`config.mk`:
```
export PLATFORM = sky130hd
export DESIGN_NAME = reg_file_flat
export DESIGN_NICKNAME = d
export VERILOG_FILES = /design/src/rtl/reg_file_pkg.sv /design/src/rtl/reg_file_if.sv /design/src/rtl/reg_file.sv /design/src/flat_wrapper.sv
export SDC_FILE = /design/constraint.sdc
export NUM_CORES = 2
export LEC_CHECK = 0
export CAP_MARGIN = 20
export CELL_PAD_IN_SITES_DETAIL_PLACEMENT = 0
export CELL_PAD_IN_SITES_GLOBAL_PLACEMENT = 1
export CORE_ASPECT_RATIO = 1.75
export CORE_MARGIN = 10
export CORE_UTILIZATION = 53
export DETAILED_ROUTE_END_ITERATION = 10
export PLACE_DENSITY_LB_ADDON = 0.25
export SYNTH_ARGS = -nofsm -noshare
export SYNTH_HDL_FRONTEND = slang
export SYNTH_SLANG_ARGS = --single-unit
```
`constraint.sdc`:
```
create_clock -name clk -period 47.4 [get_ports clk]
set_input_delay 9.48 -clock clk [delete_from_list [all_inputs] [get_ports clk]]
set_output_delay 9.48 -clock clk [all_outputs]
set_load 0.005 [all_outputs]
```
`src/rtl/reg_file_pkg.sv`:
```
// Shared widths and types for the CPU general-purpose register file.
// The core and its testbench both take their sizing from here.
package reg_file_pkg;

  localparam int DATA_WIDTH = 32;
  localparam int ADDR_WIDTH = 5;
  localparam int DEPTH      = 1 << ADDR_WIDTH;

  typedef logic [DATA_WIDTH-1:0] data_t;
  typedef logic [ADDR_WIDTH-1:0] addr_t;

endpackage

```
`src/rtl/reg_file_if.sv`:
```
// Operand-fetch / writeback bus of the register file.
// The master (the datapath) drives addresses and write data; the slave returns read data.
interface reg_file_if;
  import reg_file_pkg::*;

  addr_t waddr;
  logic  wen;
  data_t wdata;
  addr_t raddr1;
  addr_t raddr2;
  data_t rdata1;
  data_t rdata2;

  modport master (
    output waddr, wen, wdata, raddr1, raddr2,
    input  rdata1, rdata2
  );

  modport slave (
    input  waddr, wen, wdata, raddr1, raddr2,
    output rdata1, rdata2
  );

endinterface

```
`src/rtl/reg_file.sv`:
```
// General-purpose register file: one synchronous write port and two combinational read ports.
// Register 0 is hardwired to zero.
module reg_file
  import reg_file_pkg::*;
(
  input logic       clk,
  input logic       rst,
  reg_file_if.slave bus
);

  logic [DEPTH-1:0][DATA_WIDTH-1:0] regs_q;
  logic [DEPTH-1:0][DATA_WIDTH-1:0] regs_d;

  always_comb begin
    regs_d = regs_q;
    if (bus.wen && (bus.waddr != '0)) begin
      regs_d[bus.waddr] = bus.wdata;
    end
    // Keeps entry 0 constant so the read muxes never see a stale value there.
    regs_d[0] = '0;
  end

  always_ff @(posedge clk or posedge rst) begin
    if (rst) begin
      regs_q <= '0;
    end else begin
      regs_q <= regs_d;
    end
  end

  // No write-to-read bypass: a same-cycle write only shows after the edge.
  assign bus.rdata1 = (bus.raddr1 == '0) ? '0 : regs_q[bus.raddr1];
  assign bus.rdata2 = (bus.raddr2 == '0) ? '0 : regs_q[bus.raddr2];

endmodule

```
`src/flat_wrapper.sv`:
```
// flat-port wrapper written by rule: the top's interface ports become plain ports
module reg_file_flat import reg_file_pkg::*;
  (clk, rst, bus_waddr, bus_wen, bus_wdata, bus_raddr1, bus_raddr2, bus_rdata1, bus_rdata2);
  reg_file_if bus_i ();
  input logic clk;
  input logic rst;
  input wire logic [$bits(bus_i.waddr)-1:0] bus_waddr;
  input wire logic [$bits(bus_i.wen)-1:0] bus_wen;
  input wire logic [$bits(bus_i.wdata)-1:0] bus_wdata;
  input wire logic [$bits(bus_i.raddr1)-1:0] bus_raddr1;
  input wire logic [$bits(bus_i.raddr2)-1:0] bus_raddr2;
  output wire logic [$bits(bus_i.rdata1)-1:0] bus_rdata1;
  output wire logic [$bits(bus_i.rdata2)-1:0] bus_rdata2;
  assign bus_i.waddr = bus_waddr;
  assign bus_i.wen = bus_wen;
  assign bus_i.wdata = bus_wdata;
  assign bus_i.raddr1 = bus_raddr1;
  assign bus_i.raddr2 = bus_raddr2;
  assign bus_rdata1 = bus_i.rdata1;
  assign bus_rdata2 = bus_i.rdata2;
  reg_file u_core (.clk(clk), .rst(rst), .bus(bus_i));
endmodule
```
==> flow_metrics.py <==
metrics = {
    "clock_tree": {
        "worst_setup_hold_path_clk_slew_ps": 60,
        "numCtsBuffers": 94,
        "clk_latency_ps": 710,
        "post_cts_buffers": 0,
        "tritoncts_num_sinks": 992,
        "cts-hold-fix-buffers": 0,
        "tritoncts": "done",
        "cts_root_buf": "sky130_fd_sc_hd__clkbuf_16",
        "cts_buffer_depth": 3,
        "htree_levels": 3,
        "cts_resized": 0,
    },
    "global_routing": {
        "grt.total_usage_pct": 30.1,
        "grt_pass1_vias": 37600,
        "groute.layer.met1.usage_pct": 37.0,
        "grt_util_met2_pct": 50.4,
        "grt_busiest_layer": "met2",
        "grt_first_pass_wirelength_um": 255000,
        "antenna_found_initial": 6,
        "globalRouteMet3Util_pct": 4.91,
        "grt_max_degree": 179,
        "grt_overflow_total": 0,
    },
    "critical_path": {
        "timing.reg2reg.setup_slack_ps": 46580,
        "critical_path.endpoint_type": "output port",
        "r2r-start": "u_core.regs_q[667]",
        "worst_path_fanout_max": 59,
        "criticalPathCategory": "primary input to output port",
        "data_required_critical_path_ps": 37920,
        "worstSetupStartpoint": "bus_raddr1[1]",
        "setup.worst_path.end": "bus_rdata1[16]",
        "r2r_depth": 1,
        "timing.rr.end": "u_core.regs_q[667]",
        "timing.critical_path.from_type": "primary input",
        "arrival_ps": 13900,
    },
    "cells_and_area": {
        "nFillCells": 8253,
        "post_route_cells_drive_above_1_share_pct": 39.0,
        "largest_registers": "u_core.regs_q (992)",
        "max_reg_flops": 992,
        "postLayoutCellArea_mm2": 0.0587,
        "nets": 3984,
        "largest_register": "u_core.regs_q",
        "syn2layout_area_growth_pct": 9.48,
    },
    "logic_synthesis": {
        "synth.ff_latch_count": 992,
        "synthArstFlopShare_pct": 100,
        "yosysTopAreaCell": "sky130_fd_sc_hd__dfrtp_1",
        "ys.flop_type": "sky130_fd_sc_hd__dfrtp_1",
        "synth.top_cells.by_area": "sky130_fd_sc_hd__dfrtp_1, sky130_fd_sc_hd__mux2_2, sky130_fd_sc_hd__mux2i_1",
        "mean_cell_area_of_the_mapped_netlist_um2": 13.2,
        "synth.top_cells.by_count": "sky130_fd_sc_hd__mux2_2, sky130_fd_sc_hd__dfrtp_1, sky130_fd_sc_hd__mux2i_1",
        "most_frequently_used_cell_type_in_the_post_synthesis_netlist": "sky130_fd_sc_hd__mux2_2",
        "synth_nets": 4106,
        "number_of_distinct_library_cells_after_synthesis": 44,
        "yosys_warning_count": 0,
        "yosysSeqAreaShare_pct": 46.3,
        "syn-cell-area_mm2": 0.0537,
        "yosys.area.top_type_share_pct": 46.3,
        "synth-edff-count": 0,
        "number_of_cells_produced_by_synthesis": 4056,
    },
    "die": {
        "initial_core_util_pct": 53.3,
        "floorplan.die.height_um": 441,
        "dieArea_mm2": 0.115,
        "floorplan.rows": 154,
        "number_of_top_level_pins": 114,
        "die_x_um": 261,
        "placeableCoreArea_mm2": 0.101,
    },
    "placement": {
        "place.detailed.hpwl_um": 98200,
        "place.port_buffers": 113,
        "dpl-instance-area_mm2": 0.0551,
        "place.gp.congestion": 0.810,
    },
    "timing": {
        "final_hold_viol_count": 0,
        "rsz0062_at_grt": "no",
        "slew-limit-headroom_pct": 21.7,
        "setup_tns_ps": 0,
        "worst_slew_pin_slew_ps": 1170,
        "max_freq_mhz": 42.8,
        "setup_viol_count_final": 0,
        "timing.final.crit_share_pct": 49.3,
        "timing_max_transition_violations_final": 0,
        "final_period_minus_worst_setup_slack_ps": 23380,
        "fin_skew_ps": 0,
    },
    "power": {
        "vdd_ir_drop_max_mv": 0.0290,
        "total_power_w": 0.00244,
        "cellPowerDensity_mw_per_mm2": 41.6,
        "total_leakage_power_nw": 26.0,
    },
    "detailed_routing": {
        "routed_via_density": 6.86,
        "detail_route.first_pass.iterations": 6,
        "wl_per_cell_um": 32.9,
        "route.vias.total": 36600,
        "routed_wirelength_um": 176000,
        "remaining_drc_errors": 0,
        "antenna_left": 0,
        "drt-initial-drc-count": 3401,
    },
    "status": {
        "outcome": "finished clean",
    },
    "job": {
        "maxCapViolations": 0,
    },
    "min_path": {
        "holdCritPathClass": "flop to flop",
    },
}
[cell families (layout without fill, tap and decap cells)]
logic type	Yosys count	count (layout)	share of synthesized area, %
muxes	1825	1825	39.6
DFF	992	992	46.3
AOI/OAI and AO/OA	510	510	6.55
buffers and inverters	428	381	4.18
and+or+nand+nor	301	301	3.36
other	0	2	0
[cells in the final DEF (no fill, tap or decap), drive strengths merged]
cell,n
mux2,1120
dfrtp,992
mux2i,577
o22ai,287
clkbuf,151
nor3,129
mux4,128
clkdlybuf4s50,107
buf,98
a22oi,64
a211oi,63
nor2b,37
a221o,32
a21oi,32
nor4,32
a221oi,31
or3,31
nand2,21
nor2,18
clkinv,12
bufinv,8
nand2b,7
nand3b,6
or2,5
nor3b,4
inv,4
nand3,3
diode,2
and2,2
or3b,2
and3b,1
and3,1
and2b,1
o2111a,1
nor4b,1
clkinvlp,1
[metrics by stage]
stage | hold slack [ps] | cells | setup slack, ps | util (%)
after global placement | 491 | 5148 | 24110 | 54.8
after CTS | 516 | 5319 | 24120 | 58.0
after detailed placement | 502 | 5148 | 24130 | 54.8
after global routing | 520 | 5337 | 23980 | 58.4
after floorplan | 479 | 4056 | 10010 | -
final | 513 | 5337 | 24020 | 58.4
[critical path, cell delays in order]
cell                              delay, ps
sky130_fd_sc_hd__buf_4                  550
sky130_fd_sc_hd__buf_4                  840
sky130_fd_sc_hd__nand2_4                590
sky130_fd_sc_hd__buf_4                  520
sky130_fd_sc_hd__o22ai_1                200
sky130_fd_sc_hd__nor3_1                  70
sky130_fd_sc_hd__a211oi_1               790
sky130_fd_sc_hd__clkdlybuf4s50_1        660
[power breakdown]
| part | switching [W] | internal (W) | leakage [nW] |
|---|---|---|---|
| Combinational | 0.000225 | 0.000286 | 11.8 |
| Sequential | 0.000125 | 0.00101 | 12.7 |
| Clock | 0.000343 | 0.000452 | 1.56 |
[how the worst min path moves through the flow]
stage	from	end	slack (ps)	cells past startpoint
2_1_floorplan	u_core.regs_q[652]	u_core.regs_q[652]	480	1
5_1_grt	u_core.regs_q[655]	u_core.regs_q[655]	520	1
3_3_place_gp	u_core.regs_q[652]	u_core.regs_q[652]	490	1
3_5_place_dp	u_core.regs_q[655]	u_core.regs_q[655]	500	1
4_1_cts	u_core.regs_q[655]	u_core.regs_q[655]	520	1
6_report	u_core.regs_q[655]	u_core.regs_q[655]	510	1
[per-layer routing]
| layer | vias up | routed length, µm |
|---|---|---|
| li1 | 15200 | - |
| met1 | 19500 | 68200 |
| met2 | 1479 | 86500 |
| met3 | 482 | 11200 |
| met4 | 6 | 9810 |
| met5 | - | 36 |
[cell type report]
cell class              instances  area (µm²)  area share [%]
clock buffers                 147        2820            4.81
repair buffers                209        2240            3.82
well taps                    1326        1660            2.82
diodes                          2        5.00         0.00852
multi-input cells            2636       26800            45.7
flip-flops and latches        992       24800            42.3
clock inverters                24         345           0.588
inverters                       1        11.3          0.0192
Note: power is estimated with default switching activity, not from simulation.
